**config.mk**
```make
export PLATFORM = sky130hd
export DESIGN_NAME = hazard_tracker
export DESIGN_NICKNAME = d
export VERILOG_FILES = /design/src/rtl/cpu_types_pkg.sv /design/src/rtl/hazard_stage_reg.sv /design/src/rtl/hazard_tracker.sv
export SDC_FILE = /design/constraint.sdc
export NUM_CORES = 1
export LEC_CHECK = 0
export BUFFER_PORTS_ARGS = -buffer_cell sky130_fd_sc_hd__buf_4
export CAP_MARGIN = 15
export CORE_ASPECT_RATIO = 0.7
export CORE_MARGIN = 10
export CORE_UTILIZATION = 56
export CTS_CLUSTER_SIZE = 25
export DETAILED_ROUTE_END_ITERATION = 6
export GPL_ROUTABILITY_DRIVEN = 0
export PLACE_DENSITY = 0.84
export SETUP_SLACK_MARGIN = 0.02
export SLEW_MARGIN = 5
export SYNTH_ARGS = -nofsm -noshare
export SYNTH_HDL_FRONTEND = slang
export SYNTH_SLANG_ARGS = --single-unit
export TNS_END_PERCENT = 1
```
**constraint.sdc**
```tcl
create_clock -name CLK -period 4 [get_ports CLK]
set_input_delay 0.8 -clock CLK [delete_from_list [all_inputs] [get_ports CLK]]
set_output_delay 0.8 -clock CLK [all_outputs]
set_load 0.01 [all_outputs]
```
**src/rtl/cpu_types_pkg.sv**
```systemverilog
// Shared types for the hazard/forwarding producer.
// Stage tags carried down EX, MEM and WB.
package cpu_types_pkg;

  typedef logic [4:0] regbits_t;

  typedef enum logic [1:0] {
    RUN,
    LU_STALL,
    MEM_WAIT
  } hazard_state_t;

  typedef struct packed {
    regbits_t rs;
    regbits_t rt;
    regbits_t rd;
    logic     regwrite;
    logic     memread;
    logic     memwrite;
    logic     alusrc;
  } stage_tag_t;

  localparam stage_tag_t NOP_TAG = '0;

endpackage

```
**src/rtl/hazard_stage_reg.sv**
```systemverilog
// One pipeline tag register.
// Holds when disabled; clear loads a bubble.
import cpu_types_pkg::*;

module hazard_stage_reg (
  input  logic       clk,
  input  logic       rst_n,
  input  logic       en_i,
  input  logic       clr_i,
  input  stage_tag_t d_i,
  output stage_tag_t q_o
);

  // Advance, bubble or hold the stage tag
  always_ff @(posedge clk or negedge rst_n) begin
    if (!rst_n) begin
      q_o <= NOP_TAG;
    end else if (en_i) begin
      q_o <= clr_i ? NOP_TAG : d_i;
    end
  end

endmodule

```
**src/rtl/hazard_tracker.sv**
```systemverilog
// Tag pipeline, load-use detect, flush and
// memory-wait freeze for the forwarding unit.
import cpu_types_pkg::*;

module hazard_tracker #(
  parameter int CNT_W = 32
) (
  input  logic             CLK,
  input  logic             nRST,
  input  logic             id_valid,
  input  logic [4:0]       id_rs,
  input  logic [4:0]       id_rt,
  input  logic             id_uses_rt,
  input  logic [4:0]       id_rd,
  input  logic             id_regwrite,
  input  logic             id_memread,
  input  logic             id_memwrite,
  input  logic             id_alusrc,
  input  logic             branch_flush,
  input  logic             dmem_wait,
  output logic [4:0]       idex_register_rs,
  output logic [4:0]       idex_register_rt,
  output logic [4:0]       exmem_register_rd,
  output logic             exmem_regwrite,
  output logic [4:0]       memwb_register_rd,
  output logic             memwb_regwrite,
  output logic             MemRead,
  output logic             MemWrite,
  output logic             alusrc,
  output logic             stall_if_id,
  output logic             bubble_ex,
  output logic             freeze,
  output logic [CNT_W-1:0] stall_cycles
);

  hazard_state_t    state_q;
  stage_tag_t       id_tag;
  stage_tag_t       ex_q;
  stage_tag_t       mem_q;
  stage_tag_t       wb_q;
  logic             lu_hit;
  logic             lu;
  logic             mem_ls;
  logic             ex_clr;
  logic [CNT_W-1:0] cnt_q;
  logic [CNT_W-1:0] cnt_d;
  logic             unused_tags;

  // Invalid ID slots enter EX as bubbles
  always_comb begin
    id_tag = NOP_TAG;
    if (id_valid) begin
      id_tag.rs       = id_rs;
      id_tag.rt       = id_rt;
      id_tag.rd       = id_rd;
      id_tag.regwrite = id_regwrite;
      id_tag.memread  = id_memread;
      id_tag.memwrite = id_memwrite;
      id_tag.alusrc   = id_alusrc;
    end
  end

  assign lu_hit = ex_q.memread
               && (ex_q.rd != '0)
               && id_valid
               && ((ex_q.rd == id_rs)
                || (id_uses_rt && (ex_q.rd == id_rt)));

  assign lu     = lu_hit && (state_q != LU_STALL);
  assign mem_ls = mem_q.memread || mem_q.memwrite;

  // Release in the same cycle the access completes
  assign freeze = dmem_wait
               && (mem_ls || (state_q == MEM_WAIT));

  assign stall_if_id = lu && !freeze && !branch_flush;
  assign bubble_ex   = lu && !freeze && !branch_flush;
  assign ex_clr      = branch_flush || lu;

  hazard_stage_reg u_ex (
    .clk   (CLK),
    .rst_n (nRST),
    .en_i  (!freeze),
    .clr_i (ex_clr),
    .d_i   (id_tag),
    .q_o   (ex_q)
  );

  hazard_stage_reg u_mem (
    .clk   (CLK),
    .rst_n (nRST),
    .en_i  (!freeze),
    .clr_i (1'b0),
    .d_i   (ex_q),
    .q_o   (mem_q)
  );

  hazard_stage_reg u_wb (
    .clk   (CLK),
    .rst_n (nRST),
    .en_i  (!freeze),
    .clr_i (1'b0),
    .d_i   (mem_q),
    .q_o   (wb_q)
  );

  // Hazard FSM; a pending memory access overrides everything
  always_ff @(posedge CLK or negedge nRST) begin
    if (!nRST) begin
      state_q <= RUN;
    end else if (dmem_wait && mem_ls) begin
      state_q <= MEM_WAIT;
    end else begin
      unique case (state_q)
        RUN:      if (stall_if_id) state_q <= LU_STALL;
        LU_STALL: state_q <= RUN;
        MEM_WAIT: if (!dmem_wait) state_q <= RUN;
        default:  state_q <= RUN;
      endcase
    end
  end

  assign cnt_d = ((stall_if_id || freeze) && (cnt_q != '1))
               ? cnt_q + 1'b1 : cnt_q;

  // Saturating stall-cycle counter
  always_ff @(posedge CLK or negedge nRST) begin
    if (!nRST) begin
      cnt_q <= '0;
    end else begin
      cnt_q <= cnt_d;
    end
  end

  assign idex_register_rs  = ex_q.rs;
  assign idex_register_rt  = ex_q.rt;
  assign MemRead           = ex_q.memread;
  assign MemWrite          = ex_q.memwrite;
  assign alusrc            = ex_q.alusrc;
  assign exmem_register_rd = mem_q.rd;
  assign exmem_regwrite    = mem_q.regwrite;
  assign memwb_register_rd = wb_q.rd;
  assign memwb_regwrite    = wb_q.regwrite;
  assign stall_cycles      = cnt_q;

  assign unused_tags = ^{ex_q.rd, ex_q.regwrite,
                         mem_q.rs, mem_q.rt, mem_q.alusrc,
                         wb_q.rs, wb_q.rt, wb_q.memread,
                         wb_q.memwrite, wb_q.alusrc};

endmodule

```
==> results of run 1 <==
worst reg2reg max path, cell delays in order (launching register included):
cell and delay, ps:
dfrtp_1 380, nor2b_1 190, o31a_1 440, o21bai_1 200, o211ai_2 490, nor4_1 510, xor2_1 180
layout make-up:
cell class | instances | area, sq um | area share [%]
timing repair buffer | 85 | 638 | 16.5
clock buffer | 10 | 128 | 3.31
multi-input combinational | 176 | 1290 | 33.4
tap | 72 | 90.1 | 2.33
clock inverter | 4 | 20.0 | 0.519
sequential | 67 | 1680 | 43.4
inverter | 5 | 18.8 | 0.486
state kept, by name, indices dropped and copies added (netlist names):
signal	count
state_q	2
stall_cycles	32
u_wb.q_o	6
u_mem.q_o	8
u_ex.q_o	19
logic make-up after synthesis:
group | count (synthesis) | synth area share, %
adder cells (fa/ha/maj) | 1 | 0.396
flip-flops | 67 | 53.0
buffers and inverters | 30 | 6.25
XOR/XNOR | 41 | 11.4
AO/OA/AOI/OAI | 27 | 7.44
AND/OR/NAND/NOR | 92 | 16.2
multiplexers | 15 | 5.34
power groups by stage:
stage | Clock [uW] | Combinational, uW | Sequential, uW
5_1_grt | 479 | 307 | 795
2_1_floorplan | 0 | 164 | 800
3_3_place_gp | 0 | 276 | 796
3_5_place_dp | 0 | 285 | 799
6_report | 436 | 279 | 786
4_1_cts | 449 | 287 | 787
metrics by stage:
step / hold WS (ps) / cell area [sq um]
2_1_floorplan: 432 / 3160
3_3_place_gp: 458 / 3710
3_5_place_dp: 463 / 3710
4_1_cts: 470 / 3860
5_1_grt: 505 / 3860
6_report: 479 / 3860
worst paths after layout:
check,start,to,cells after the start
hold / removal,state_q[0],state_q[0],1
max in group asynchronous,nRST,stall_cycles[13],1
min in group asynchronous,nRST,u_wb.q_o[7],1
setup reg to reg,state_q[1],stall_cycles[31],6
hold reg to reg,state_q[0],state_q[0],1
setup / recovery,state_q[1],bubble_ex,5
routing by layer:
metal  GRT usage, %  up-vias  share of wire (%)  routed length, microns
li1               -     1090                  -                       -
met1           20.3     1144                 45                    3140
met2           23.1       75                 47                    3320
met3           4.94        2                7.7                     540
met4           4.57        0               0.58                      41
met5              0        -                  0                       0
placed cells by master (no fill, tap or decap), drive strengths merged, types with 5 or more instances in the layout:
cell,instances
a22o,19
and3,7
buf,85
clkbuf,10
dfrtp,67
inv,5
mux2,15
nand2,18
nand3,9
nand4,10
nor2,16
nor3,13
nor4,7
xnor2,14
xor2,27
==> results.sh, run 1 <==
export IMPL_pre_cts_slack_ps=1170
export IMPL_die_h_microns=82.9
export IMPL_finalPower_uw=1500
export IMPL_p_clk_share_pct=29.0
export IMPL_std_cell_rows=22
export IMPL_cts_root_buf="clkbuf_8"
export IMPL_worst_setup_path_end_kind="output pin"
export IMPL_avgViaCountPerCell=5.52
export IMPL_synth_cell_types=37
export IMPL_syn_nets=299
export IMPL_synth_cells=273
export IMPL_tightest_slew_ps=1170
export IMPL_ys_ff_latch=67
export IMPL_rsz0062_at_grt="false"
export IMPL_cts_buffer_depth=2
export IMPL_yosys_warnings=0
export IMPL_antenna_found_initial=0
export IMPL_dp_cells=405
export IMPL_port_buffers=84
export IMPL_finalSetupTns_ps=0
export IMPL_cp_top_family="buffers and inverters"
export IMPL_grt_pass1_vias=2337
export IMPL_power_frac_comb_pct=18.6
export IMPL_num_antenna_cells=0
export IMPL_synth_commonest_cells="dfrtp_1, xor2_1, a22o_1, nand2_1, buf_4"
export IMPL_cts_resized=0
export IMPL_worstPathRequired_ps=3200
export IMPL_io_pins=85
export IMPL_cts_made_buffers=9
export IMPL_crit_top_cell="buf_4"
export IMPL_wl_per_cell_microns=16.8
export IMPL_die_w_microns=110
export IMPL_p_leak_uw=0.00198
export IMPL_status="complete, no violations"
export IMPL_yosysSeqAreaShare_pct=53.0
export IMPL_ctsHoldBuffers=0
export IMPL_fillCellCount=400
export IMPL_cts_tree="yes"
export IMPL_synth_top_area_share_pct=53.0
export IMPL_grt_max_degree=68
export IMPL_cpMaxStageDelayCell="o31a_1"
export IMPL_post_route_period_util_pct=70.3
export IMPL_drt_wl_total_microns=7040
export IMPL_ys_flop_type="dfrtp_1"
export IMPL_drc_errors=0
export IMPL_intPower_uw=1090
export IMPL_relSlewSlack_pct=21.8
export IMPL_instances_no_fill=419
export IMPL_yosysMostFrequentCell="dfrtp_1"
export IMPL_synth_top_area_cell="dfrtp_1"
export IMPL_synth_edf_count=0
export IMPL_ff2ff_setup_slack_ps=1540
export IMPL_synthArstFlopShare_pct=100
export IMPL_drive_gt1_share_pct=34.3
export IMPL_critPathKind="reg2out"
export IMPL_ir_drop_v=0.000298
export IMPL_setup_viol=0
export IMPL_hold_viol=0
export IMPL_p_switching_uw=409
export IMPL_arrival_ps=2010
export IMPL_layout_min_cycle_time_ps=2810
export IMPL_via_count=2311
export IMPL_fmax_mhz=356
export IMPL_cap_violations=0
export IMPL_timing_final_ws_setup_ps=1190
export IMPL_pwr_share_seq_pct=52.4
export IMPL_clk_latency_ps=320
export IMPL_drtAntennaViolNets=0
export IMPL_cts_setup_buffers=0
export IMPL_grt_ovfl_total=0
export IMPL_utilization_pct=71.9
export IMPL_cp_slowest_stage_delay_ps=440
export IMPL_worst_path_buf_inv=2
export IMPL_min_path_type="reg2reg"
export IMPL_fin_nets=370
export IMPL_synth_area_leaders="dfrtp_1, xor2_1, a22o_1"
export IMPL_coreArea_sq_um=5370
export IMPL_power_density_nw_per_um2=389
export IMPL_swShare_pct=27.2
export IMPL_syn_avg_cell_area_sq_um=11.6
export IMPL_crit_chain="nor2b_1, o31a_1, buf_4, nor2_1, buf_4"
export IMPL_firstDrtPassIters=4
export IMPL_clk_pin_slew_ps=60
export IMPL_die_area_sq_um=9100
export IMPL_syn_area_sq_um=3160
export IMPL_startpoint_type="flip-flop"
export IMPL_cts_sinks=67
export IMPL_hpwl_microns=5350
export IMPL_drt_iter0_markers=136
export IMPL_area_growth_pct=22.0
export IMPL_initial_utilization_pct=58.9
export IMPL_grt_pass1_wl_microns=11400
export IMPL_cts_htree_levels=3
export IMPL_cp_max_fo=30
export IMPL_slew_violations=0
export IMPL_clock_skew_ps=6.14
export IMPL_grt_use_total_pct=15.3
Note: power is estimated with default switching activity, not from simulation.
==> run 2, diff against run 1 <==
Settings changed: CORE_UTILIZATION 56 to 47, PLACE_DENSITY 0.84 to 0.75.
Clock period 4 ns to 2.4 ns, I/O delays scaled along.
==> results.sh, run 2 (synthesized netlist as in run 1, its figures left out) <==
export IMPL_status="complete, no violations"
export IMPL_startpoint_type="flip-flop"
export IMPL_setup_viol=0
export IMPL_critPathKind="reg2out"
export IMPL_layout_min_cycle_time_ps=2340
export IMPL_finalPower_uw=3000
export IMPL_largest_register_ffs=32
export IMPL_via_count=2363
export IMPL_rsz0062_at_grt="true"
export IMPL_slew_violations=0
export IMPL_initial_utilization_pct=49.7
export IMPL_worstPathRequired_ps=1920
export IMPL_met1_length_microns=3740
export IMPL_instances_no_fill=458
export IMPL_cp_max_fo=3
export IMPL_pre_cts_slack_ps=163
export IMPL_ff2ff_setup_slack_ps=90
export IMPL_p_switching_uw=802
export IMPL_power_density_nw_per_um2=718
export IMPL_grt_pass1_vias=2501
export IMPL_grt_ovfl_total=0
export IMPL_p_leak_uw=0.00212
export IMPL_dp_cells=428
export IMPL_cap_violations=0
export IMPL_clk_latency_ps=350
export IMPL_firstDrtPassIters=4
export IMPL_r2r_start="u_ex.q_o[6]"
export IMPL_drt_iter0_markers=130
export IMPL_io_pins=85
export IMPL_hold_viol=0
export IMPL_avgViaCountPerCell=5.16
export IMPL_final_common_cell="buf_4"
export IMPL_wl_met2_microns=3700
export IMPL_drc_errors=0
export IMPL_cts_made_buffers=9
export IMPL_grt_pass1_wl_microns=13100
export IMPL_whs_ps=217
export IMPL_cts_htree_levels=3
export IMPL_drt_wl_total_microns=7920
export IMPL_worst_setup_path_end_kind="output pin"
export IMPL_hpwl_microns=5690
export IMPL_cts_root_buf="clkbuf_8"
export IMPL_drtAntennaViolNets=0
export IMPL_pwr_share_seq_pct=43.6
export IMPL_tightest_slew_ps=836
export IMPL_drive_gt1_share_pct=40.6
export IMPL_area_growth_pct=32.0
export IMPL_r2r_end="stall_cycles[30]"
export IMPL_clk_pin_slew_ps=80
export IMPL_fmax_mhz=427
export IMPL_cts_tree="yes"
export IMPL_num_antenna_cells=0
export IMPL_die_area_sq_um=10500
export IMPL_grt_max_degree=68
export IMPL_die_h_microns=88.6
export IMPL_relSlewSlack_pct=44.3
export IMPL_cpMaxStageDelayCell="or4_4"
export IMPL_antenna_found_initial=0
export IMPL_crit_chain="or4_4, o221ai_4, nor2_2, nand2_2, nor2_2, buf_4"
export IMPL_std_cell_rows=24
export IMPL_reg2regPathDepth=10
export IMPL_wl_met3_microns=355
export IMPL_layout_common_cells="buf_4, dfrtp_1, xor2_1"
export IMPL_coreArea_sq_um=6370
export IMPL_highest_layer="met4"
export IMPL_wl_per_cell_microns=17.3
export IMPL_swShare_pct=26.8
export IMPL_utilization_pct=65.6
export IMPL_cp_slowest_stage_delay_ps=530
export IMPL_die_w_microns=118
export IMPL_port_buffers=84
export IMPL_min_path_type="in2async"
export IMPL_cts_buffer_depth=2
export IMPL_clock_skew_ps=10.3
export IMPL_intPower_uw=2200
export IMPL_ir_drop_v=0.000396
export IMPL_timing_final_ws_setup_ps=58.2
export IMPL_ctsHoldBuffers=0
export IMPL_crit_top_cell="nor2_2"
export IMPL_arrival_ps=1860
export IMPL_fin_nets=388
export IMPL_p_clk_share_pct=38.9
export IMPL_power_frac_comb_pct=17.5
export IMPL_cts_sinks=67
export IMPL_post_route_period_util_pct=97.6
export IMPL_grt_use_total_pct=15.6
## run 2: metrics by stage
step           setup TNS, ps  area [sq um]
2_1_floorplan              0          3160
3_3_place_gp               0          3780
3_5_place_dp               0          3780
4_1_cts                    0          4130
5_1_grt                -79.6          4180
6_report                   0          4180
## run 2: critical path: cells and delay by family, from the launching register on
kind,cells,cell delay [ps]
simple gates,4,760
flops,1,430
compound gates,1,170
buf+inv,1,140
## run 2: repair_timing
action                     in CTS  in global routing
pin swaps                       2                  3
setup buffers                  12                  2
setup endpoints to repair       2                  6
resized for setup               5                  6
## run 2: layout make-up
type	count	area, sq um
fill	538	2190
sequential	67	1680
multi-input combinational	176	1330
timing repair buffer	103	786
clock buffer	9	124
clock inverter	7	124
tap	91	114
inverter	5	18.8
## run 2: worst max-delay path by stage
stage | slack (ps) | end | start | depth (start not counted)
floorplan | 320 | stall_if_id | state_q[1] | 6
global placement | 260 | u_ex.q_o[1] | u_ex.q_o[5] | 5
detailed placement | 160 | u_ex.q_o[11] | u_ex.q_o[5] | 5
CTS | 30 | bubble_ex | u_ex.q_o[5] | 6
global route | -30 | bubble_ex | u_ex.q_o[5] | 6
finish | 60 | bubble_ex | u_ex.q_o[6] | 6
## run 2: power groups by stage
stage	combinational, uW	sequential (uW)	clock [uW]
3_3_place_gp	486	1320	0
6_report	523	1310	1170
5_1_grt	570	1320	1230
4_1_cts	522	1300	1190
2_1_floorplan	273	1330	0
3_5_place_dp	494	1330	0
## run 2: layer usage
| layer | vias to the layer above | track usage [%] |
|---|---|---|
| li1 | 1130 | - |
| met1 | 1158 | 20.0 |
| met2 | 65 | 24.8 |
| met3 | 10 | 5.03 |
| met4 | 0 | 5.03 |
| met5 | - | 0 |
==> run 3, diff against run 2 <==
Settings changed: RECOVER_POWER from default to 25.
==> results.sh, run 3 (synthesized netlist as in run 1, its figures left out) <==
export IMPL_num_antenna_cells=0
export IMPL_grt_pass1_wl_microns=13100
export IMPL_fin_nets=388
export IMPL_crit_start="u_ex.q_o[6]"
export IMPL_startpoint_type="flip-flop"
export IMPL_grt_pass1_vias=2501
export IMPL_timing_final_ws_setup_ps=58.2
export IMPL_wl_met2_microns=3700
export IMPL_arrival_ps=1860
export IMPL_cts_buffer_depth=2
export IMPL_rsz0062_at_grt="true"
export IMPL_cp_slowest_stage_delay_ps=530
export IMPL_coreArea_sq_um=6370
export IMPL_clock_skew_ps=10.3
export IMPL_crit_chain="or4_4, o221ai_4, nor2_2, nand2_2, nor2_2, buf_4"
export IMPL_drc_errors=0
export IMPL_instances_no_fill=458
export IMPL_largest_register_ffs=32
export IMPL_initial_utilization_pct=49.7
export IMPL_regArea_sq_um=1680
export IMPL_grt_ovfl_total=0
export IMPL_cpMaxStageDelayCell="or4_4"
export IMPL_post_route_period_util_pct=97.6
export IMPL_slew_violations=68
export IMPL_relSlewSlack_pct=-9.38
export IMPL_cts_sinks=67
export IMPL_layout_common_cells="buf_4, dfrtp_1, xor2_1"
export IMPL_avgViaCountPerCell=5.16
export IMPL_via_count=2363
export IMPL_firstDrtPassIters=4
export IMPL_port_buffers=84
export IMPL_status="finished, violations left"
export IMPL_die_w_microns=118
export IMPL_grt_use_total_pct=15.6
export IMPL_io_pins=85
export IMPL_crit_top_cell="nor2_2"
export IMPL_layout_min_cycle_time_ps=2340
export IMPL_cts_tree="yes"
export IMPL_dp_cells=428
export IMPL_highest_layer="met4"
export IMPL_area_growth_pct=31.9
export IMPL_p_leak_uw=0.00212
export IMPL_grt_max_degree=68
export IMPL_fmax_mhz=427
export IMPL_drive_gt1_share_pct=40.6
export IMPL_pre_cts_slack_ps=163
export IMPL_multi_input_area_sq_um=1330
export IMPL_clk_latency_ps=350
export IMPL_std_cell_rows=24
export IMPL_cts_made_buffers=9
export IMPL_hold_viol=0
export IMPL_cts_htree_levels=3
export IMPL_finalPower_uw=3000
export IMPL_wl_per_cell_microns=17.3
export IMPL_ir_drop_v=0.000396
export IMPL_setup_viol=0
export IMPL_worstPathRequired_ps=1920
export IMPL_drtAntennaViolNets=0
export IMPL_die_area_sq_um=10500
export IMPL_power_density_nw_per_um2=719
export IMPL_die_h_microns=88.6
export IMPL_cap_violations=1
export IMPL_drt_iter0_markers=130
export IMPL_drt_wl_total_microns=7920
export IMPL_utilization_pct=65.5
export IMPL_tightest_slew_ps=1640
export IMPL_worst_setup_path_end_kind="output pin"
export IMPL_cts_root_buf="clkbuf_8"
export IMPL_hpwl_microns=5690
export IMPL_final_common_cell="buf_4"
export IMPL_violations="max-capacitance violations, max-slew violations"
export IMPL_hold_start="id_rd[3]"
export IMPL_min_path_type="in2reg"
export IMPL_antenna_found_initial=0
export IMPL_wl_met3_microns=355
export IMPL_cp_max_fo=3
export IMPL_fillCellCount=538
export IMPL_r2r_start="u_ex.q_o[6]"
export IMPL_clk_pin_slew_ps=80
export IMPL_met1_length_microns=3740
export IMPL_critPathKind="reg2out"
-- run 3: cell types whose count changed in the layout (fill, tap and decap cells not counted) --
cell,delta
buf_4,-1
clkbuf_2,+1
-- run 3: timing repair --
| action | 4_1_cts | 5_1_grt |
|---|---|---|
| setup buffers | 12 | 2 |
| hold endpoints to repair | 0 | 0 |
| pin swaps | 2 | 3 |
| hold buffers | 0 | 0 |
| endpoints found under the setup margin | 2 | 6 |
| resized for setup | 5 | 6 |
-- run 3: cell type report --
class	count	area share (%)
timing repair buffer	103	18.8
multi-input combinational	176	31.8
tap	91	2.73
inverter	5	0.450
clock inverter	7	2.97
clock buffer	9	2.97
sequential	67	40.3
-- run 3: worst paths after layout --
path,slack [ps],cells past startpoint,to
max,60,6,bubble_ex
min,340,2,u_ex.q_o[7]
max reg2reg,90,10,stall_cycles[30]
min reg2reg,470,1,state_q[0]
max in group asynchronous,770,1,u_ex.q_o[5]
min in group asynchronous,540,1,u_wb.q_o[3]
-- run 3: power breakdown --
group / total, uW / switching, uW / internal [uW]
Combinational: 523 / 247 / 276
Clock: 1170 / 469 / 699
Sequential: 1310 / 85.5 / 1220
Total: 3000 / 802 / 2200
-- run 3: per-stage QoR --
| step | hold slack [ps] | cell area, sq um | TNS (ps) |
|---|---|---|---|
| floorplan | 184 | 3160 | 0 |
| global placement | 455 | 3780 | 0 |
| detailed placement | 463 | 3780 | 0 |
| CTS | 256 | 4130 | 0 |
| global route | 333 | 4170 | -79.6 |
| finish | 338 | 4170 | 0 |
-- run 3: worst max-delay path: cells and delay by family, from the launching register on --
family | cells | cell delay, ps
and+or+nand+nor | 4 | 760
DFF | 1 | 430
AOI/OAI and AO/OA | 1 | 170
buffers and inverters | 1 | 140
-- run 3: layer usage --
| metal | track usage [%] | vias to the layer above |
|---|---|---|
| met1 | 20.0 | 1158 |
| met2 | 24.8 | 65 |
| met5 | 0 | - |
| met4 | 5.03 | 0 |
| met3 | 5.03 | 10 |
| li1 | - | 1130 |
